## config.mk

```make
export PLATFORM = sky130hd
export DESIGN_NAME = gpio_input_ctrl
export DESIGN_NICKNAME = d
export VERILOG_FILES = /design/src/rtl/gpio_input_ctrl.sv
export SDC_FILE = /design/constraint.sdc
export NUM_CORES = 1
export LEC_CHECK = 0
export CORE_UTILIZATION = 46
export CTS_CLUSTER_SIZE = 28
export DETAILED_ROUTE_END_ITERATION = 8
export GPL_TIMING_DRIVEN = 1
export PLACE_DENSITY = 0.73
export SYNTH_ARGS = -nofsm -noshare
export SYNTH_HDL_FRONTEND = slang
export SYNTH_SLANG_ARGS = --single-unit
```

## constraint.sdc

```tcl
create_clock -name clk -period 1.3 [get_ports clk]
set_input_delay 0.325 -clock clk [delete_from_list [all_inputs] [get_ports clk]]
set_output_delay 0.325 -clock clk [all_outputs]
set_load 0.05 [all_outputs]
```

## src/rtl/gpio_input_ctrl.sv

```systemverilog
// Switch/button input peripheral: two-flop sync, per-button debounce, sticky press flags, registered
// read port. Define GPIO_INPUT_IRQ_EN to get a registered press-pending interrupt on irq.
module gpio_input_ctrl #(
  parameter int unsigned NUM_SW          = 16,
  parameter int unsigned NUM_BTN         = 5,
  parameter int unsigned DEBOUNCE_CYCLES = 4
) (
  input  logic               clk,
  input  logic               rst,
  input  logic [NUM_SW-1:0]  SW,
  input  logic [NUM_BTN-1:0] BTN,
  input  logic               rd_en,
  input  logic [1:0]         rd_addr,
  output logic [31:0]        rd_data,
  output logic               rd_valid,
  output logic               irq
);

  localparam int unsigned CntW = $clog2(DEBOUNCE_CYCLES + 1);
  localparam logic [CntW-1:0] CntMax = CntW'(DEBOUNCE_CYCLES);
  localparam logic [CntW-1:0] CntOne = CntW'(1);
  localparam logic [31:0] IdWord = {8'hA5, 8'(NUM_BTN), 8'(NUM_SW), 8'h01};

  logic [NUM_SW-1:0]  sw_meta_q, sw_sync_q;
  logic [NUM_BTN-1:0] btn_meta_q, btn_sync_q;
  logic [NUM_BTN-1:0] stable_q, stable_d;
  logic [CntW-1:0]    cnt_q [NUM_BTN];
  logic [CntW-1:0]    cnt_d [NUM_BTN];
  logic [NUM_BTN-1:0] pending_q, pending_d;
  logic [NUM_BTN-1:0] rise, clr;
  logic [31:0]        rd_data_q, rd_data_d;
  logic               rd_valid_q;

  always_comb begin
    stable_d = stable_q;
    for (int i = 0; i < int'(NUM_BTN); i++) begin
      cnt_d[i] = '0;
      // Accept once the synced level has disagreed with stable for DEBOUNCE_CYCLES edges.
      if (btn_sync_q[i] != stable_q[i]) begin
        if (cnt_q[i] + CntOne == CntMax) begin
          stable_d[i] = btn_sync_q[i];
        end else begin
          cnt_d[i] = cnt_q[i] + CntOne;
        end
      end
    end
  end

  always_comb begin
    rise      = stable_d & ~stable_q;
    clr       = (rd_en && rd_addr == 2'd2) ? pending_q : '0;
    // Set wins over a same-edge clear; the returned value is the pre-edge pending.
    pending_d = (pending_q & ~clr) | rise;
  end

  always_comb begin
    rd_data_d = rd_data_q;
    if (rd_en) begin
      case (rd_addr)
        2'd0:    rd_data_d = 32'(sw_sync_q);
        2'd1:    rd_data_d = 32'(stable_q);
        2'd2:    rd_data_d = 32'(pending_q);
        default: rd_data_d = IdWord;
      endcase
    end
  end

  always_ff @(posedge clk) begin
    if (rst) begin
      sw_meta_q  <= '0;
      sw_sync_q  <= '0;
      btn_meta_q <= '0;
      btn_sync_q <= '0;
      stable_q   <= '0;
      pending_q  <= '0;
      rd_data_q  <= '0;
      rd_valid_q <= 1'b0;
      for (int i = 0; i < int'(NUM_BTN); i++) begin
        cnt_q[i] <= '0;
      end
    end else begin
      sw_meta_q  <= SW;
      sw_sync_q  <= sw_meta_q;
      btn_meta_q <= BTN;
      btn_sync_q <= btn_meta_q;
      stable_q   <= stable_d;
      pending_q  <= pending_d;
      rd_data_q  <= rd_data_d;
      rd_valid_q <= rd_en;
      for (int i = 0; i < int'(NUM_BTN); i++) begin
        cnt_q[i] <= cnt_d[i];
      end
    end
  end

  assign rd_data  = rd_data_q;
  assign rd_valid = rd_valid_q;

`ifdef GPIO_INPUT_IRQ_EN
  logic irq_q;

  always_ff @(posedge clk) begin
    if (rst) begin
      irq_q <= 1'b0;
    end else begin
      irq_q <= |pending_d;
    end
  end

  assign irq = irq_q;
`else
  assign irq = 1'b0;
`endif

endmodule

```

==> results of run 1 <==
## flip-flops by register name, indices dropped and copies added, names as in the netlist
signal and count:
sw_meta_q 16, btn_meta_q 5, rd_data 17, rd_valid 1, sw_sync_q 16, stable_q 5, btn_sync_q 5, cnt_q 15
pending_q 5
## routing by layer
layer,up-vias,GRT usage,part of all wire
met3,10,0.0487,0.035
met5,-,0,0
met4,0,0.103,0.026
li1,1014,-,-
met1,902,0.163,0.44
met2,38,0.258,0.50
## power by group
| part | switching, mW | internal [mW] |
|---|---|---|
| Clock | 0.867 | 1.19 |
| Sequential | 0.0419 | 2.68 |
| Combinational | 0.264 | 0.233 |
## metrics by stage
stage | setup slack, ns | area [um2] | util | setup TNS [ns] | power [mW]
after floorplan | 0.0790 | 3060 | - | 0 | 3.10
after global placement | -0.524 | 3760 | 0.592 | -9.22 | 3.27
after detailed placement | -0.581 | 3760 | 0.592 | -9.66 | 3.28
after CTS | -0.0170 | 4000 | 0.631 | -0.0989 | 5.33
after global routing | -0.0400 | 4070 | 0.642 | -0.255 | 5.46
final | 0.00412 | 4070 | 0.642 | 0 | 5.28
## cell families (layout without fill, tap and decap cells)
kind of cell | count (synthesis) | after routing | share of synthesized area
other cells | 1 | 11 | 0.00124
simple gates | 107 | 107 | 0.198
fa+ha+maj | 10 | 10 | 0.0414
xor+xnor | 7 | 7 | 0.0203
compound gates | 31 | 31 | 0.0696
flops | 85 | 85 | 0.563
mux | 9 | 9 | 0.0315
buf+inv | 40 | 88 | 0.0745
## placed cells by master (no fill, tap or decap), types with 5 or more instances in the layout
cell type,count
buf_4,13
buf_12,23
clkdlybuf4s50_1,22
nor2_1,33
conb_1,11
xnor2_1,5
nor2b_1,56
inv_1,11
mux2i_1,5
dfxtp_1,80
a21oi_1,13
clkbuf_8,11
a211oi_1,5
## how the worst min path moves through the flow
| stage | startpoint | to | slack (ns) | cells past startpoint |
|---|---|---|---|---|
| 6_report | rst | btn_meta_q[0] | 0.38 | 2 |
| 5_1_grt | rst | btn_sync_q[0] | 0.43 | 2 |
| 4_1_cts | rst | btn_meta_q[2] | 0.37 | 2 |
| 3_5_place_dp | cnt_q[0][6] | cnt_q[0][6] | 0.42 | 1 |
| 3_3_place_gp | cnt_q[0][0] | cnt_q[0][0] | 0.41 | 1 |
| 2_1_floorplan | cnt_q[0][0] | cnt_q[0][0] | 0.40 | 1 |
## layout make-up
cell class | count | area share
clock inverters | 3 | 0.0166
multi-input cells | 175 | 0.293
inverters | 11 | 0.0101
well taps | 77 | 0.0236
repair buffers | 61 | 0.197
clock buffers | 13 | 0.0390
flip-flops and latches | 85 | 0.420
## what timing repair did
| item | in CTS | in global routing |
|---|---|---|
| pin swaps | 2 | 10 |
| hold buffers | 0 | 0 |
| endpoints found under the setup margin | 23 | 26 |
| buffers inserted | 2 | 0 |
| endpoints found under the hold margin | 0 | 0 |
| gates resized for setup | 2 | 17 |
==> results by group, run 1 <==
Finish
  – Nets: between 300 and 400
  – Fillers: ~480
  – ANT cells: 0
  – Area occupied by multi-input gates: 1190 um2
  – Share of cells above drive strength 1: 0.198
  – Register area: about 1700 um2
  – Area Overhead vs Synth: 34.8%
  – Final cell count without fillers: 425

Synth
  – Syn Area/Cell: 10.4 um2
  – Top-count cell post-synth: dfxtp_1
  – Main area contributors after synthesis: dfxtp_1 (56%), nor2b_1 (12%), ha_1 (4.1%)
  – Yosys top cell by area: dfxtp_1
  – Top-area cell type share of the netlist area: 0.563
  – Proportion of synthesized chip area in sequential cells: 0.563
  – Post-synthesis cell count: 290
  – Post-synth EDFFs: 0
  – Ys async rst share: 0
  – Seq cells post-synth: 85
  – Synth warn: 0
  – Count of cell types in the netlist: 35
  – Top_reg_cell synth: dfxtp_1
  – Post-Syn Area: 3020 um2
  – Top cells by count, synth: dfxtp_1 (85), nor2b_1 (56), nor2_1 (33)

Floorplanning
  – Core ar.: 6350 um2
  – Die width: between 80 and 90 um
  – DIE AREA: 6900 um2
  – Num ports: 60
  – Die height: 83.1 um
  – Row count: 29
  – Starting density of the core: 0.476

Critical path
  – Worst setup SP type: flop
  – Critical Path RT: 0.98 ns
  – Critical Path AT: 0.97 ns
  – Critical Path End: rd_data[24]
  – Setup crit end kind: output port
  – FF-to-FF End: pending_q[1]
  – CP delay by family, top: flip-flops
  – CP cell instances: buf_12
  – Worst path depth: 1
  – Worst R2R Path Depth: 4
  – WP buf/inv: 1
  – Critical Path Start: rd_data[29]
  – Slowest stage cell, crit path: dfxtp_4
  – CP Max Fanout: 7
  – Max incr delay on CP: 0.46 ns
  – R2r startpoint: cnt_q[0][3]
  – Critical path class: reg2out
  – R2R Setup Slk: approximately 0.050 ns

STA
  – Clock skew: approximately 0.007 ns
  – Max Freq: 772 MHz
  – Final setup vio count: 0
  – Crit share post-route: 0.997
  – Max Slew Vio Count: 0
  – RSZ-0062 raised after global routing: true
  – Minimum clock period: 1.30 ns
  – Final Hold Fails: 0
  – Fin Hold WS: 0.385 ns

Job
  – Max-cap violations: 0

Global routing
  – Vias in the first global route: about 1,800
  – GRT Total Usage: 0.153
  – Initial antenna violation count: 0
  – Grt ovf: 0
  – First-pass GRT wire length: 8080 um
  – Pin count of the biggest net entering global routing: 25

Status
  – Status: finished clean

Clock tree
  – Clock root buffer: clkbuf_8
  – CTS Buffer Depth: 2
  – Clk Latency, worst-skew pair: 0.35 ns
  – Sink Count: 85
  – TritonCTS clock tree: built
  – H-tree level count: 3
  – Cts bufs inserted: 9
  – Clk slew on worst S/H paths: 0.08 ns

Power
  – Lkg Pwr: 1.62 nW
  – Power per cell area: 1300 nW/um2
  – Max IR drop VDD: 0.937 mV

Place
  – Port buffer count: 48
  – Hpwl dp: 3270 um
  – Cell count after placement: 407
  – RD Place Congestion: about 0.74

Route
  – Mean routed wirelength per cell: 11.6 um
  – Post-DR vias/cell: 4.62
  – Routed vias: between 1,500 and 2,000
  – DRT antenna net count: 0
  – Drt pass-1 iters: 4
  – Post-Route WL: 4950 um
  – # DRC: 0
  – DRC violation total after the first TritonRoute iteration: 69

Min path
  – Class of the worst hold path: in2reg
No activity file was read; power rests on OpenSTA's default activity.
==> run 2: changes to the inputs <==
Settings changed: CORE_MARGIN set to 2, GPL_ROUTABILITY_DRIVEN set to 0.
==> run 2 against run 1 <==
  * Clock-buffer cell count is 3 lower
  * Register-to-register slack hardly changed
  * Critical endpoint is now rd_data[18]
  * Largest cell class unchanged
  * Sequential share of layout area is 0.62 points lower
  * Final cell count is 0.24% higher
  * First-iteration DRC count is 28% lower
  * Critical path depth stayed put
  * Combinational power is 3% higher
==> results by group, run 2 (synthesized netlist as in run 1, its figures left out) <==
Critical path
  – Max incr delay on CP: 0.46 ns
  – Worst setup SP type: flop
  – Critical path class: reg2out
  – FF-to-FF End: pending_q[0]
  – CP Max Fanout: 7
  – Worst R2R Path Depth: 5
  – Setup crit end kind: output port
  – Critical Path RT: 0.98 ns
  – R2R Setup Slk: around 0.040 ns
  – Critical Path AT: 0.97 ns
  – CP delay by family, top: flip-flops
  – CP cell instances: buf_12
  – R2r startpoint: cnt_q[0][0]
  – WP buf/inv: 1
  – Slowest stage cell, crit path: dfxtp_4

Job
  – Max-cap violations: 0

Power
  – Psw: approximately 1.2 mW
  – Power per cell area: 1370 nW/um2
  – Seq pwr share: 0.481
  – Clock Power Share: 0.429
  – Switching part of the total: 0.215
  – Total design power: 5.66 mW
  – Combinational power share: 0.090
  – Internal power: 4.45 mW
  – Lkg Pwr: roughly 1.7 nW
  – Max IR drop VDD: 0.935 mV

Route
  – Drt pass-1 iters: 7
  – DRC violation total after the first TritonRoute iteration: 50
  – # DRC: 0
  – Post-DR vias/cell: 4.62
  – Routed vias: 1,969
  – DRT antenna net count: 0
  – Mean routed wirelength per cell: 11.8 um
  – Post-Route WL: roughly 5000 um

STA
  – Worst setup margin: 0.00372 ns
  – Crit share post-route: 0.997
  – Clock skew: 0.00741 ns
  – Setup tns final: 0 ns
  – Minimum clock period: 1.30 ns
  – Final setup vio count: 0
  – RSZ-0062 raised after global routing: true
  – Max Slew Vio Count: 0
  – Fin Hold WS: 0.332 ns
  – Final Hold Fails: 0
  – Max Freq: between 700 and 800 MHz

Place
  – Port buffer count: 48
  – Pre-CTS setup slack: -0.567 ns
  – Hpwl dp: 3530 um

Min path
  – Worst hold path depth: 2
  – Worst Min Path Start: rst
  – Class of the worst hold path: in2reg
  – Hold endpoint: rd_data[4]

Global routing
  – GRT Total Usage: 0.148
  – Pin count of the biggest net entering global routing: 19
  – Grt ovf: 0
  – Vias in the first global route: 1,891
  – Initial antenna violation count: 0
  – First-pass GRT wire length: 8320 um

Clock tree
  – Post-CTS Hold Buffers: 0
  – Clk slew on worst S/H paths: 0.08 ns
  – Clock root buffer: clkbuf_8
  – H-tree level count: 3
  – Sink Count: between 80 and 90
  – CTS Buffer Depth: 2
  – TritonCTS clock tree: built
  – Cts bufs inserted: 9
  – Clk Latency, worst-skew pair: 0.35 ns

Floorplanning
  – Num ports: 60
  – Core ar.: 6350 um2
  – DIE AREA: 7230 um2
  – Die width: 85.1 um
  – Die height: 85.1 um
  – Row count: 29
  – Starting density of the core: 0.476

Status
  – Status: finished clean

Finish
  – Area Overhead vs Synth: 36.6%
  – Max reg flops: 17
  – Most common cell after layout, fill and taps aside: dfxtp_1
  – Fillers: 480
  – Register area: 1710 um2
  – ANT cells: 0
  – Nets: 380
  – Share of cells above drive strength 1: 0.206
  – Commonest cells after routing, fill and taps aside: dfxtp_1 (82), nor2b_1 (56), nor2_1 (29)
  – Area occupied by multi-input gates: ~1200 um2
[run 2: changes by cell type in the layout (fill, tap and decap cells not counted), moves of 2 or more]
| cell | change |
|---|---|
| nor2_1 | -4 |
| nor2_2 | +4 |
| buf_12 | +2 |
| bufinv_16 | +2 |
| clkbuf_1 | -2 |
| dfxtp_1 | +2 |
| dfxtp_2 | -2 |
| ha_1 | +2 |
| ha_4 | -2 |
[run 2: power groups by stage]
| stage | clock, mW | sequential [mW] | combinational, mW |
|---|---|---|---|
| detailed placement | 0 | 2.79 | 0.505 |
| finish | 2.43 | 2.72 | 0.512 |
| CTS | 2.47 | 2.72 | 0.513 |
| global route | 2.57 | 2.73 | 0.541 |
| floorplan | 0 | 2.82 | 0.273 |
| global placement | 0 | 2.78 | 0.498 |
[run 2: per-stage QoR]
stage               utilization  area [um2]  cells
floorplan                     -        3060    300
global placement          0.597        3790    409
detailed placement        0.597        3790    409
CTS                       0.644        4090    426
global route              0.650        4130    426
finish                    0.650        4130    426
[run 2: what timing repair did]
action / in CTS / in global routing
gates cloned: 0 / 0
resized for setup: 3 / 13
pin swaps: 1 / 4
setup buffers: 1 / 0
endpoints found under the setup margin: 23 / 21
[run 2: how the worst max path moves through the flow]
stage | start | to | slack (ns) | cells past startpoint
after floorplan | cnt_q[0][9] | cnt_q[0][10] | 0.08 | 4
after global placement | rd_addr[1] | rd_data[13] | -0.49 | 5
after detailed placement | rd_addr[1] | rd_data[11] | -0.57 | 5
after CTS | rd_data[29] | rd_data[18] | -0.02 | 1
after global routing | rd_data[29] | rd_data[29] | -0.04 | 1
final | rd_data[29] | rd_data[18] | 0.004 | 1
[run 2: layout make-up]
cell class / instances / share of cell area
Inverter: 11 / 0.0100
Tap cell: 77 / 0.0233
Multi-Input combinational cell: 175 / 0.285
Clock inverter: 6 / 0.0324
Timing Repair Buffer: 62 / 0.202
Sequential cell: 85 / 0.414
Clock buffer: 10 / 0.0333
[run 2: routing by layer]
layer  part of all wire  track usage  up-vias
met2               0.51        0.258       42
met5                  0            0        -
met3              0.034       0.0302       16
met4              0.032       0.0981        0
li1                   -            -     1016
met1               0.42        0.162      895
==> run 3: changes to the inputs <==
--- a/config.mk
+++ b/config.mk
@@ -13,4 +13,5 @@
 export GPL_TIMING_DRIVEN = 1
 export PLACE_DENSITY = 0.73
+export SLEW_MARGIN = 20
 export SYNTH_ARGS = -nofsm -noshare
 export SYNTH_HDL_FRONTEND = slang
==> constraint.sdc (replaced) <==
create_clock -name clk -period 1.3 [get_ports clk]
set_input_delay 0.195 -clock clk [delete_from_list [all_inputs] [get_ports clk]]
set_output_delay 0.195 -clock clk [all_outputs]
set_load 0.05 [all_outputs]
==> run 3 against run 2 <==
  * Final cell count fell by 0.70%
  * First-iteration DRC count fell by 24%
  * Via count fell by 1.1%
  * Sequential power barely moved
  * Cell area fell by 2.6%
  * Register-to-register slack barely moved
  * Utilization fell by 1.7 points
  * Critical path type is now reg2reg
  * Largest power group unchanged
==> results by group, run 3 (synthesized netlist as in run 1, its figures left out) <==
Status
  – Status: finished clean

STA
  – Max Slew Vio Count: 0
  – Minimum clock period: 1.26 ns
  – Fin Hold WS: between 0.2 and 0.25 ns
  – Clock skew: 0.00820 ns
  – Crit share post-route: 0.967
  – Final setup vio count: 0
  – Worst setup margin: 0.0424 ns
  – Final Hold Fails: 0
  – Max Freq: 795 MHz

Route
  – DRT antenna net count: 0
  – Post-Route WL: 4820 um
  – Routed vias: 1,948
  – Drt pass-1 iters: 4
  – Post-DR vias/cell: 4.61
  – # DRC: 0
  – DRC violation total after the first TritonRoute iteration: 38
  – Mean routed wirelength per cell: roughly 11 um

Global routing
  – GRT Total Usage: 0.146
  – Grt ovf: 0
  – Initial antenna violation count: 0
  – Pin count of the biggest net entering global routing: 25
  – Vias in the first global route: 1,899
  – First-pass GRT wire length: around 8200 um

Power
  – Lkg Pwr: 1.62 nW
  – Psw: 1.11 mW
  – Power per cell area: 1220 nW/um2
  – Max IR drop VDD: between 0.9 and 1 mV
  – Combinational power share: 0.104
  – Seq pwr share: 0.557
  – Switching part of the total: 0.228
  – Clock Power Share: 0.339
  – Internal power: 3.77 mW

Critical path
  – Worst setup SP type: flop
  – Critical Path AT: 1.54 ns
  – CP cell instances: ha_1 > ha_1 > or3_4 > nor2_1
  – CP Max Fanout: 3
  – Slowest stage cell, crit path: or3_4
  – Max incr delay on CP: 0.40 ns
  – Critical path class: reg2reg
  – Critical Path RT: 1.58 ns
  – Setup crit end kind: flop
  – CP most frequent cell: ha_1

Finish
  – Design Area, Final: 4020 um2
  – ANT cells: 0
  – Most common cell after layout, fill and taps aside: dfxtp_1
  – Area Overhead vs Synth: 33.0%
  – Commonest cells after routing, fill and taps aside: dfxtp_1 (82), nor2b_1 (56), nor2_1 (31)
  – Nets: between 300 and 400
  – Share of cells above drive strength 1: 0.194
  – Max reg flops: 17

Min path
  – Class of the worst hold path: in2reg

Clock tree
  – Clk slew on worst S/H paths: approximately 0.080 ns
  – CTS Buffer Depth: 2
  – Sink Count: 85
  – Clk Latency, worst-skew pair: between 0.3 and 0.4 ns
  – H-tree level count: 3
  – Cts bufs inserted: 9
  – Clock root buffer: clkbuf_8
  – TritonCTS clock tree: built
  – Post-CTS Hold Buffers: 0

Floorplanning
  – Die width: 85.1 um
  – Row count: 29
  – Core ar.: 6350 um2
  – Starting density of the core: 0.476
  – DIE AREA: approximately 7200 um2
  – Die height: approximately 85 um
  – Num ports: 60

Place
  – Hpwl dp: around 3500 um
  – Pre-CTS setup slack: -0.433 ns
  – Area post-placement: 3780 um2
  – Port buffer count: 48

Job
  – Max-cap violations: 0
-- run 3: critical path: cells and delay by family (launching register included) --
| family | cells | cell delay (ns) |
|---|---|---|
| adders and majority gates | 2 | 0.40 |
| DFF | 1 | 0.32 |
| and+or+nand+nor | 2 | 0.48 |
-- run 3: timing repair --
item                                   CTS  global route
setup buffers                            2             0
gates resized for setup                  1            15
setup endpoints to repair               11            34
endpoints found under the hold margin    0             0
pin swaps                                1             4
-- run 3: area by class of cell --
cell class                      count  area [um2]
Sequential cell                    85        1710
Clock buffer                       10         128
Fill cell                         506        2330
Inverter                           11        41.3
Multi-Input combinational cell    175        1180
Clock inverter                      3        40.0
Tap cell                           77        96.3
Timing Repair Buffer               62         830
-- run 3: final timing paths --
check	to	cells after the start	startpoint	slack, ns
worst min-delay path	btn_meta_q[2]	2	rst	0.23
worst max-delay path	cnt_q[0][9]	4	cnt_q[0][9]	0.04
worst min register to register	cnt_q[0][0]	1	cnt_q[0][0]	0.40
worst max register to register	cnt_q[0][9]	4	cnt_q[0][9]	0.04
-- run 3: through the flow --
step	instances	setup TNS (ns)	utilization	power, mW
global placement	408	-6.35	0.595	3.28
CTS	423	0	0.625	4.94
finish	423	0	0.633	4.89
global route	423	-0.00962	0.633	5.08
floorplan	300	0	-	3.10
detailed placement	408	-7.01	0.595	3.29
-- run 3: power by group through the flow --
stage | Combinational [mW] | Clock (mW) | Sequential [mW]
2_1_floorplan | 0.273 | 0 | 2.82
3_3_place_gp | 0.500 | 0 | 2.78
3_5_place_dp | 0.507 | 0 | 2.78
4_1_cts | 0.512 | 1.70 | 2.72
5_1_grt | 0.545 | 1.80 | 2.73
6_report | 0.510 | 1.66 | 2.72
-- run 3: routing by layer --
metal,GRT usage,wire [um],up-vias
li1,-,-,1010
met1,0.153,2030,882
met2,0.256,2450,43
met3,0.0302,152,13
met4,0.110,187,0
met5,0,0,-
==> patch (config.mk and constraints of run 3) <==
`rd_data_q` no longer has a reset.
--- a/src/rtl/gpio_input_ctrl.sv
+++ b/src/rtl/gpio_input_ctrl.sv
@@ -73,7 +73,6 @@
       btn_sync_q <= '0;
       stable_q   <= '0;
       pending_q  <= '0;
-      rd_data_q  <= '0;
       rd_valid_q <= 1'b0;
       for (int i = 0; i < int'(NUM_BTN); i++) begin
         cnt_q[i] <= '0;
@@ -85,12 +84,15 @@
       btn_sync_q <= btn_meta_q;
       stable_q   <= stable_d;
       pending_q  <= pending_d;
-      rd_data_q  <= rd_data_d;
       rd_valid_q <= rd_en;
       for (int i = 0; i < int'(NUM_BTN); i++) begin
         cnt_q[i] <= cnt_d[i];
       end
     end
+  end
+
+  always_ff @(posedge clk) begin
+    rd_data_q <= rd_data_d;
   end
 
   assign rd_data  = rd_data_q;
Function: changed (Yosys sat finds a counterexample within 4 cycles, from zero or initial values and one cycle with rst high).
==> patch against run 3 <==
  * Clock skew hardly changed
  * Synthesized cell count fell by 12%
  * Area after synthesis is 0.33% lower
  * Die area down 0.32%
  * Global-route usage decreased by 0.71 points
  * Utilization grew 0.67 points
  * Setup slack got worse by 0.017 ns
  * Total power grew 10%
  * Sequential cell count stayed put
  * Combinational power increased by 20%
  * Wire length decreased by 4.2%
  * Final area up 1.1%
  * Via count fell by 9.7%
==> patch: results (changes against run 3) <==
The critical path arrival came out at 1.08 ns (-0.46 ns). The sequential cell fraction of total power is 0.523 (-0.034). The detailed router used layers up to and including met4. The routed length per placed instance is 11.7 µm (+2.3%), and the number of placed cells counting well taps is 379 (-7.1%). The internal power was 4.09 mW (+8.2%); the largest driver fanout on the critical path was 6 (+3). The global-route usage over all layers came out at 0.139 (-0.00706).

The most used flip-flop cell after synthesis is sky130_fd_sc_hd__dfxtp_1. The tools report the starting DRC count in detailed routing as 66 (+74%). The fraction of final layout cells sized beyond drive strength 1 was 0.216 (+0.0227). The run finished with clean final reports.

The run gives 1.96 mW (+18%) as the clock network power consumption. Via count of the routed design: 1759 (-9.7%). For the setup slack of the most critical reg-to-reg path, the log shows 0.06 ns (+0.02 ns). The worst setup slack before clock tree synthesis is -0.300 ns (+0.133 ns), and the first-pass GRT wire length is 7.67 mm (-6.3%). Routed metal-1 wire length: 1.95 mm (-4.2%). The met2 wirelength from detailed routing was 2.36 mm (-3.5%).

The tools report the capture point of the worst reg-to-reg path as cnt_q[0][11]$_SDFF_PP0_. The via count of the first global-routing pass is 1742 (-8.3%), and the met1 track utilization from global routing is 0.151 (-0.00171). The tools report the count of different cell masters after synthesis as 27 (-23%). Ranked by instance count, the synthesized netlist is headed by sky130_fd_sc_hd__dfxtp_1 (68), sky130_fd_sc_hd__nor2b_1 (32), sky130_fd_sc_hd__buf_4 (18). The worst hold slack across all endpoints is 0.234 ns (+0.000401 ns), and the clock latency reported for the late side of the worst-skew pair is 0.36 ns (+0.02 ns).

The half-perimeter wire length after placement is 3.39 mm (-2.9%), and the highest ir drop seen on vdd is 0.000837 V (-10%). The total leakage power was 1.69 nW (+4.4%). The detailed route wirelength on metal3 was 199 µm (+31%); the synthesized area divided by synthesized cell count was 11.9 µm² (+14%). The number of flops mapped to enable cells by yosys was 17 (+17); the total power consumption of the routed design was 5.39 mW (+10%). The count of filler cells inserted in the layout came out at 468 (-7.5%). Area of placed instances: 3800 µm² (+0.50%). The mean number of vias per cell was 4.44 (-3.5%); the maximum clock skew at final layout was 0.00797 ns (-0.000230 ns). For hold timing, the worst endpoint is sw_sync_q[1]$_SDFF_PP0_.

The pin count of the biggest net entering global routing came out at 23 (-8.0%). For the area occupied by registers, the log shows 1870 µm² (+9.8%).
patch: cell count changes after synthesis, sizes merged, moves of 6 or more:
cell,run 3,this run
and2,1,11
nor2b,56,32
and2b,1,15
nor2,33,17
edfxtp,0,17
a21oi,13,1
buf,24,18
dfxtp,85,68
patch: critical path: stages, from the launching register on:
cell                       delay, ns
sky130_fd_sc_hd__edfxtp_1       0.41
sky130_fd_sc_hd__buf_12         0.17
sky130_fd_sc_hd__buf_12         0.14
patch: cells by family (layout without fill, tap and decap cells):
group,Yosys count,count (layout),synth area share
buffers and inverters,38,93,0.0698
and+or+nand+nor,89,89,0.179
other,1,11,0.00125
adders and majority gates,10,10,0.0415
muxes,9,9,0.0299
xor gates and xnor gates,7,7,0.0204
DFF,85,85,0.622
AOI/OAI and AO/OA,15,15,0.0361
patch: how the worst max path moves through the flow:
stage,startpoint,to,slack [ns],depth (start not counted)
2_1_floorplan,cnt_q[0][9]$_SDFF_PP0_,cnt_q[0][10]$_SDFF_PP0_,0.08,4
4_1_cts,cnt_q[0][0]$_SDFF_PP0_,cnt_q[0][2]$_SDFF_PP0_,0.003,4
6_report,rd_data[29]$_DFFE_PP_,rd_data[18],0.03,2
3_5_place_dp,rd_addr[1],rd_data[9]$_DFFE_PP_,-0.30,3
5_1_grt,rd_data[29]$_DFFE_PP_,rd_data[18],-0.01,2
3_3_place_gp,rd_addr[1],rd_data[15]$_DFFE_PP_,-0.18,3
patch: layout make-up:
type | instances | share of cell area
clock inverter | 6 | 0.0163
multi-input combinational | 141 | 0.245
clock buffer | 10 | 0.0366
timing repair buffer | 63 | 0.204
sequential | 85 | 0.461
tap | 77 | 0.0237
inverter | 14 | 0.0129
patch: repair_timing:
action                     CTS  global route
setup endpoints to repair    9            18
resized for setup            0             7
pin swaps                    1             5
buffers inserted             1             0
